[src/rtl/byte_packer_pkg.sv]
// byte_packer_pkg
//   Shared types for the byte packer: FSM state encoding, the output-queue
//   entry struct and the burst-length width.
//   The entry struct is sized from BP_DATA_W / BP_LANES. The top-level DATA_W
//   and LANES parameters default to these values and must be kept equal to them.
package byte_packer_pkg;

    localparam int BP_DATA_W = 8;
    localparam int BP_LANES  = 4;
    localparam int BP_LEN_W  = 16;

    typedef enum logic [1:0] {
        BP_IDLE_S,
        BP_FILL_S,
        BP_HOLD_S
    } bp_state_t;

    typedef struct packed {
        logic [BP_LANES*BP_DATA_W-1:0] data;
        logic [BP_LANES-1:0]           keep;
        logic                          last;
        logic [BP_LEN_W-1:0]           len;
    } bp_entry_t;

endpackage

[src/rtl/byte_packer_oq.sv]
// byte_packer_oq
//   Two-entry valid/ready queue of bp_entry_t words. The head entry drives
//   the consumer side directly; a push and a pop in the same cycle are both
//   honoured even when the queue is full.
// Ports:
//   clk         clock
//   srst        synchronous active-high reset (empties the queue)
//   push        write push_entry this cycle (ignored when full without a pop)
//   push_entry  word to enqueue
//   pop_ready   consumer accepts the head when head_valid is high
//   head_valid  queue is not empty
//   head        head entry, zero when empty
//   full        queue holds DEPTH entries
module byte_packer_oq
    import byte_packer_pkg::*;
#(
    parameter int DEPTH = 2
) (
    input  logic      clk,
    input  logic      srst,
    input  logic      push,
    input  bp_entry_t push_entry,
    input  logic      pop_ready,
    output logic      head_valid,
    output bp_entry_t head,
    output logic      full
);

    // Pointers are one bit wide: the queue is fixed at two entries.
    bp_entry_t  mem [2];
    logic       wr_ptr_reg;
    logic       rd_ptr_reg;
    logic [1:0] count_reg;

    logic pop;
    logic wr_en;

    assign head_valid = (count_reg != 2'd0);
    assign full       = (count_reg == 2'(DEPTH));
    assign pop        = head_valid && pop_ready;
    // When full, the write slot is the head slot; it may only be reused if the
    // head leaves in this same cycle.
    assign wr_en      = push && (!full || pop);
    assign head       = head_valid ? mem[rd_ptr_reg] : '0;

    always_ff @(posedge clk) begin
        if (srst) begin
            for (int i = 0; i < 2; i++) begin
                mem[i] <= '0;
            end
            wr_ptr_reg <= 1'b0;
            rd_ptr_reg <= 1'b0;
            count_reg  <= 2'd0;
        end else begin
            if (wr_en) begin
                mem[wr_ptr_reg] <= push_entry;
                wr_ptr_reg      <= ~wr_ptr_reg;
            end
            if (pop) begin
                rd_ptr_reg <= ~rd_ptr_reg;
            end
            case ({wr_en, pop})
                2'b10:   count_reg <= count_reg + 2'd1;
                2'b01:   count_reg <= count_reg - 2'd1;
                default: count_reg <= count_reg;
            endcase
        end
    end

endmodule

[src/rtl/byte_packer.sv]
// byte_packer
//   Packs unthrottled byte bursts into LANES-byte little-endian words and
//   emits them on a valid/ready stream with a keep mask and end-of-burst flag.
//   A burst ends after GAP consecutive idle input cycles. Input is never
//   stalled; a word that finds the output queue full is dropped and the
//   sticky overflow flag is raised.
//   Optional macro BYTE_PACKER_LEN_EN: when defined, burst_len reports the
//   byte count of the burst while its last word is at the head; otherwise
//   burst_len is constant zero and no byte counter is built.
// Ports:
//   clk_b      clock
//   rst        synchronous active-high reset
//   in_valid   byte qualifier
//   in_data    byte
//   out_valid  output word valid
//   out_ready  downstream accept
//   out_data   packed word, first byte in lane 0
//   out_keep   contiguous lane-valid mask from lane 0
//   out_last   final word of a burst
//   overflow   sticky word-dropped flag
//   burst_len  completed-burst byte count (see macro above)
module byte_packer
    import byte_packer_pkg::*;
#(
    parameter int DATA_W   = BP_DATA_W,
    parameter int LANES    = BP_LANES,
    parameter int GAP      = 4,
    parameter int OQ_DEPTH = 2
) (
    input  logic                    clk_b,
    input  logic                    rst,
    input  logic                    in_valid,
    input  logic [DATA_W-1:0]       in_data,
    output logic                    out_valid,
    input  logic                    out_ready,
    output logic [LANES*DATA_W-1:0] out_data,
    output logic [LANES-1:0]        out_keep,
    output logic                    out_last,
    output logic                    overflow,
    output logic [BP_LEN_W-1:0]     burst_len
);

    localparam int WORD_W = LANES * DATA_W;
    localparam int LIDX_W = (LANES > 1) ? $clog2(LANES) : 1;
    // A one-lane word is complete as soon as its first byte lands.
    localparam bp_state_t START_STATE = (LANES == 1) ? BP_HOLD_S : BP_FILL_S;

    bp_state_t           state_reg, state_next;
    logic [LIDX_W-1:0]   lane_reg, lane_next;
    logic [7:0]          gap_reg, gap_next;
    logic [WORD_W-1:0]   word_reg, word_next;
    logic [WORD_W-1:0]   fill_word;
    logic [WORD_W-1:0]   start_word;
    logic [LANES-1:0]    part_keep;
    logic                gap_hit;
    logic                lane_last;
    logic [BP_LEN_W-1:0] len_cur;

    logic      push_c;
    bp_entry_t push_entry_c;
    logic      push_valid_reg;
    bp_entry_t push_entry_reg;

    bp_entry_t head;
    logic      oq_full;
    logic      drop;
    logic      overflow_reg;

    // Per-lane views of the word being assembled.
    genvar gi;
    generate
        for (gi = 0; gi < LANES; gi++) begin : g_lane
            assign fill_word[gi*DATA_W +: DATA_W] =
                (lane_reg == LIDX_W'(gi)) ? in_data : word_reg[gi*DATA_W +: DATA_W];
            if (gi == 0) begin : g_first
                assign start_word[gi*DATA_W +: DATA_W] = in_data;
            end else begin : g_rest
                // Upper lanes start cleared so a short final word carries zeros.
                assign start_word[gi*DATA_W +: DATA_W] = '0;
            end
            assign part_keep[gi] = (LIDX_W'(gi) < lane_reg);
        end
    endgenerate

    assign gap_hit   = ((gap_reg + 8'd1) == 8'(GAP));
    assign lane_last = (lane_reg == LIDX_W'(LANES - 1));

`ifdef BYTE_PACKER_LEN_EN
    logic [BP_LEN_W-1:0] cnt_reg;

    always_ff @(posedge clk_b) begin
        if (rst) begin
            cnt_reg <= '0;
        end else if (in_valid) begin
            if (state_reg == BP_IDLE_S) begin
                cnt_reg <= BP_LEN_W'(1);
            end else if (cnt_reg != '1) begin
                cnt_reg <= cnt_reg + BP_LEN_W'(1);
            end
        end
    end

    assign len_cur = cnt_reg;
`else
    assign len_cur = '0;
`endif

    always_comb begin
        state_next   = state_reg;
        lane_next    = lane_reg;
        gap_next     = gap_reg;
        word_next    = word_reg;
        push_c       = 1'b0;
        push_entry_c = '0;
        case (state_reg)
            BP_IDLE_S: begin
                if (in_valid) begin
                    word_next  = start_word;
                    lane_next  = LIDX_W'(1);
                    gap_next   = 8'd0;
                    state_next = START_STATE;
                end
            end
            BP_FILL_S: begin
                if (in_valid) begin
                    word_next = fill_word;
                    gap_next  = 8'd0;
                    if (lane_last) begin
                        lane_next  = '0;
                        state_next = BP_HOLD_S;
                    end else begin
                        lane_next = lane_reg + LIDX_W'(1);
                    end
                end else if (gap_hit) begin
                    push_c            = 1'b1;
                    push_entry_c.data = word_reg;
                    push_entry_c.keep = part_keep;
                    push_entry_c.last = 1'b1;
                    push_entry_c.len  = len_cur;
                    lane_next         = '0;
                    gap_next          = 8'd0;
                    state_next        = BP_IDLE_S;
                end else begin
                    gap_next = gap_reg + 8'd1;
                end
            end
            BP_HOLD_S: begin
                // The held word is only released once we know whether
                // another byte follows it (last=0) or the burst ended (last=1).
                if (in_valid) begin
                    push_c            = 1'b1;
                    push_entry_c.data = word_reg;
                    push_entry_c.keep = '1;
                    push_entry_c.last = 1'b0;
                    word_next         = start_word;
                    lane_next         = LIDX_W'(1);
                    gap_next          = 8'd0;
                    state_next        = START_STATE;
                end else if (gap_hit) begin
                    push_c            = 1'b1;
                    push_entry_c.data = word_reg;
                    push_entry_c.keep = '1;
                    push_entry_c.last = 1'b1;
                    push_entry_c.len  = len_cur;
                    lane_next         = '0;
                    gap_next          = 8'd0;
                    state_next        = BP_IDLE_S;
                end else begin
                    gap_next = gap_reg + 8'd1;
                end
            end
            default: begin
                state_next = BP_IDLE_S;
            end
        endcase
    end

    always_ff @(posedge clk_b) begin
        if (rst) begin
            state_reg      <= BP_IDLE_S;
            lane_reg       <= '0;
            gap_reg        <= 8'd0;
            word_reg       <= '0;
            push_valid_reg <= 1'b0;
            push_entry_reg <= '0;
        end else begin
            state_reg      <= state_next;
            lane_reg       <= lane_next;
            gap_reg        <= gap_next;
            word_reg       <= word_next;
            // Pushes are registered one stage before entering the queue.
            push_valid_reg <= push_c;
            push_entry_reg <= push_entry_c;
        end
    end

    byte_packer_oq #(
        .DEPTH (OQ_DEPTH)
    ) u_oq (
        .clk        (clk_b),
        .srst       (rst),
        .push       (push_valid_reg),
        .push_entry (push_entry_reg),
        .pop_ready  (out_ready),
        .head_valid (out_valid),
        .head       (head),
        .full       (oq_full)
    );

    assign drop = push_valid_reg && oq_full && !(out_valid && out_ready);

    always_ff @(posedge clk_b) begin
        if (rst) begin
            overflow_reg <= 1'b0;
        end else if (drop) begin
            overflow_reg <= 1'b1;
        end
    end

    assign overflow  = overflow_reg;
    assign out_data  = head.data;
    assign out_keep  = head.keep;
    assign out_last  = head.last;
    // len is only ever non-zero on last entries, and only when counting is built.
    assign burst_len = (out_valid && head.last) ? head.len : '0;

endmodule

[config.mk]
export PLATFORM = sky130hd
export DESIGN_NAME = byte_packer
export DESIGN_NICKNAME = d
export VERILOG_FILES = /design/src/rtl/byte_packer_pkg.sv /design/src/rtl/byte_packer_oq.sv /design/src/rtl/byte_packer.sv
export SDC_FILE = /design/constraint.sdc
export NUM_CORES = 1
export LEC_CHECK = 0
export ABC_CLOCK_PERIOD_IN_PS = 4300
export CAP_MARGIN = 25
export CORE_MARGIN = 1
export CORE_UTILIZATION = 55
export CTS_BUF_LIST = sky130_fd_sc_hd__clkbuf_4 sky130_fd_sc_hd__clkbuf_8
export DETAILED_ROUTE_END_ITERATION = 12
export PLACE_DENSITY_LB_ADDON = 0.1
export SLEW_MARGIN = 0
export SYNTH_ARGS = -nofsm -noshare
export SYNTH_HDL_FRONTEND = slang
export SYNTH_SLANG_ARGS = --single-unit
[constraint.sdc]
create_clock -name clk_b -period 4.3 [get_ports clk_b]
set_input_delay 1.075 -clock clk_b [delete_from_list [all_inputs] [get_ports clk_b]]
set_output_delay 1.075 -clock clk_b [all_outputs]
set_load 0.01 [all_outputs]
# [Word level (Yosys, flattened, before mapping)]
# Memory sizes are Yosys's and may differ from the RTL's. A register that Yosys moved wholly into a read port is not among the register bits.
# Cells that the tools add are included.
[word_totals] register_bits=103 memories=1 out_inout_bits=55 mem_bits_rw=106 input_bits=12 wordCells=114
[classes] magnitude_cmp=4 bitwise_logic=2 n_mux=45 n_addsub=4 eq_ne=17 reduce_logical=25
[memory_table] name="u_oq.mem" words=2 width=53 rd=1 rd_ports_with_merged_regs=1 wr=2 line="byte_packer_oq.sv:30" source="bp_entry_t mem [2];"
[ops] op="two-way mux 53 bit" count=5
[ops] op="case mux 53 bit (2 select lines)" count=1
[ops] op="two-way mux 32 bit" count=2
[ops] op="case mux 32 bit (2 select lines)" count=1
[ops] op="two-way mux 8 bit" count=7
[ops] op="OR reduction 53 bit" count=1
[ops] op="two-way mux 37 bit" count=1
[ops] op="two-way mux 16 bit" count=2
[ops] op="two-way mux 2 bit" count=9
[ops] op="case mux 8 bit (2 select lines)" count=1
[ops] op="AND reduction 4 bit" count=4
[ops] op="two-way mux 1 bit" count=12
[ops] op="inequality test 2 bit, second input constant" count=6
[ops] op="case mux 2 bit (3 select lines)" count=2
[ops] op="equality test 2 bit, second input constant" count=5
[ops] op="adder 8 x 1 -> 8 bit, second input constant" count=1
[ops] op="equality test 8 x 3 -> 1 bit, second input constant" count=1
[ops] op="nonzero test 2 bit" count=4
[ops] op="equality test 2 x 1 -> 1 bit, second input constant" count=3
[ops] op="AND reduction 2 bit" count=3
[ops] op="logical AND 1 bit" count=5
[ops] op="adder 2 x 1 -> 2 bit, second input constant" count=2
[ops] op="logical NOT 2 bit" count=2
[ops] op="< comparator 1 x 2 -> 1 bit, first input constant" count=2
[ops] op="other kinds (11)" count=15

# [Depth between registers and ports, before layout]
[logic_depth] ltp_word=9 depth_mapped=8 ltp_nobuf=7

# [Hierarchy]
# A second synthesis with hierarchy kept.
[hier_totals] hier_cells=744 hier_area_um2=8459.4
[modules_own_cells] module="byte_packer_oq" area_each_um2=5007.3 instances=1 seq_area_each_um2=3283.1 cells_each=370
[modules_own_cells] module="byte_packer" area_each_um2=3452.1 instances=1 seq_area_each_um2=1661.6 cells_each=374

# [Worst setup path before layout]
# Ideal clock, no wire load.
[synth_path] path_type="input to register" startpoint="input port out_ready" endpoint="memory u_oq.mem[0][16] (netlist name), enable pin" path_slack_ps=805 n_path_buf=0 setup_time_ps=439 t_arrival_ps=3056 path_stages=4 path_cell_list="nor2_1 > nand2_1 > nand2_1 > o21bai_1"
[synth_rtl] element="from (decl)" line="byte_packer.sv:35" source="input logic out_ready,"
[synth_rtl] element="to (decl)" line="byte_packer_oq.sv:30"

==> results.yml <==
run_status:
  status: "finished clean"
clock_tree:
  postCtsSetupBuffers: 0
  cts_resized: 0
  clk-insertion-delay-late_ps: 450
  htree_levels: 4
  cts.path.max_buffers: 2
  clock_sinks: 162
  cts_made_buffers: 17
  root_buffer: "clkbuf_8"
  cts_tree: "built"
  hold_buffers: 0
  cts.clk_slew.worst_paths_ps: 80
routing:
  drt-pass1-iter-count: 7
  vias: 4235
  drt-total-wl_microns: 12600
  drtIter0Drc: 203
  routedWlPerCell_microns: 15.1
  vias_per_cell: 5.07
  ant_nets: 0
  route.detailed.drc: 0
global_routing:
  grt_use_total_pct: 21.2
  grt_max_degree: 39
  overflow: 0
  grt_first_pass_wirelength_microns: 21000
  grt_pass1_vias: 4230
  antenna_found_initial: 0
yosys:
  synth_edf_count: 74
  async_reset_ff_share_pct: 0
  syn_inst: 607
  synth_largest_area_cell: "edfxtp_1"
  synth_area_leaders: "edfxtp_1 32%, dfxtp_1 26%, mux2i_1 10%"
  synth_flop_cell: "dfxtp_1"
  synth-seq-cells: 162
  yosysWarnings: 0
  ys_types: 45
  avgSynthCellArea_sq_um: 11.3
  netlist_area_sq_mm: 0.00687
  ys_seq_area_share_pct: 58.0
  yosysTopAreaCellShare_pct: 32.4
cells_and_area:
  fin_cells: 835
  nFillCells: 987
  largest_register_ffs: 74
  stdcell_area_sq_mm: 0.00792
  syn2layout_area_growth_pct: 15.4
  drive_gt1_share_pct: 9.75
  final_nets: 679
  num_antenna_cells: 0
die:
  die_area_sq_mm: 0.0129
  core_sq_mm: 0.0121
  row_count: 40
  die_w_microns: 114
  die_height_microns: 114
  start_util_pct: 56.7
  ioPinCount: 67
worst_setup_path:
  worstSetupPathType: "flip-flop to primary output"
  required_ps: 3220
  critPathLaunchType: "flip-flop"
  endpoint_kind: "primary output"
  cp_max_fo: 37
  arrival_ps: 2230
timing:
  whs_ps: 458
  rsz0062_at_grt: "no"
  tightest_slew_ps: 959
  fin_skew_ps: 11.7
  timing.slew.headroom_pct: 35.7
  fin_tns_setup_ps: 0
  min_period_ps: 3300
  setup_violations: 0
  final-hold-violation-count: 0
  fmax_mhz: 303
  post-route-period-util_pct: 76.8
  final_max_slew_viol_count: 0
power_and_ir_drop:
  peakVddDrop_mv: 0.192
  power.density_mw_per_mm2: 391
  leakage_nw: 3.00
placed_design:
  io_buffer_count: 50
  dp_cells: 803
  gp_congestion: 0.844
  post_dp_cell_area_sq_mm: 0.00747
  hpwl_microns: 8280
worst_hold_path:
  hold_class: "flip-flop to flip-flop"
run:
  cap_violations: 0
-- cells in the mapped netlist (2+ instances only) --
master	number
nand3_1	2
clkbuf_1	20
nand4b_1	3
nor3_1	2
dfxtp_1	88
inv_1	11
nor3b_1	2
a211o_1	2
a22oi_1	3
ha_1	13
and2_2	12
buf_1	5
o31ai_1	2
xnor2_1	4
a21oi_1	13
mux2i_1	69
nor4_1	2
or3_1	4
nor2_1	100
nand4_1	3
a31oi_1	5
o21ai_1	3
buf_4	16
edfxtp_1	74
xor2_1	2
o211ai_1	2
buf_6	4
nor2b_1	2
or2_2	3
nand2_1	9
o21ai_0	8
nand2b_1	4
and2_1	103
-- routing by layer --
layer	part of all wire, %	global-route usage [%]	wire length, microns
met1	47	28.3	5980
met3	4.4	4.68	549
met5	0	0	0
met4	1.7	9.30	214
met2	46	33.5	5850
-- through the flow --
stage          total power [mW]  utilization [%]  setup slack [ps]
2_1_floorplan              1.84                -               805
3_3_place_gp               1.88             61.7              1100
3_5_place_dp               1.89             61.7              1010
4_1_cts                    3.12             65.4               911
5_1_grt                    3.21             65.4               841
6_report                   3.10             65.4               999
-- kinds of logic after synthesis --
| group | count (synthesis) | share of synthesized area, % |
|---|---|---|
| other | 1 | 0.0546 |
| xor gates and xnor gates | 6 | 0.765 |
| muxes | 69 | 10.1 |
| adders and majority gates | 13 | 2.37 |
| DFF | 162 | 58.0 |
| AOI/OAI and AO/OA | 47 | 4.97 |
| and+or+nand+nor | 253 | 19.4 |
| buffers and inverters | 56 | 4.37 |
-- path summary, 6_finish.rpt --
path	start	end	slack, ps	cells past startpoint
setup / recovery	flip-flop	out_data[6]	1000	4
hold / removal	word_reg[5]	push_entry_reg[26]	460	1
setup reg to reg	gap_reg[0]	push_entry_reg[44]	1810	7
hold reg to reg	word_reg[5]	push_entry_reg[26]	460	1
-- cell usage in the layout, fill, tap and decap left out, types with 4 or more instances in the layout --
cell type          n
or3_1              4
nand2_1            9
nor2_1            99
ha_1              13
and2_2            12
dfxtp_1           87
and2_1           103
xnor2_1            4
bufinv_16          5
inv_1             11
a31oi_1            5
nand2b_1           4
mux2i_1           69
o21ai_0            8
clkbuf_8          18
clkdlybuf4s50_1   49
buf_4              7
edfxtp_1          74
conb_1            16
a21oi_1           13
-- critical path, cell delays in order (launching register included) --
cell             delay, ps
dfxtp_2                310
buf_4                  530
mux2i_1                210
nor2_1                 160
clkdlybuf4s50_1        560
-- cell type report --
cell class / instances / area (sq um) / area share (%)
Clock buffer: 21 / 270 / 3.41
Tap cell: 168 / 210 / 2.65
Clock inverter: 11 / 184 / 2.32
Inverter: 11 / 41.3 / 0.521
Multi-Input combinational cell: 404 / 2660 / 33.6
Timing Repair Buffer: 58 / 568 / 7.17
Sequential cell: 162 / 3990 / 50.3
-- report_power, final --
group	switching [mW]	leakage, nW	internal [mW]
Combinational	0.116	1.29	0.0715
Clock	0.523	0.227	0.721
Sequential	0.0205	1.48	1.65
Total	0.659	3.00	2.44
No activity file was read; power rests on OpenSTA's default activity.
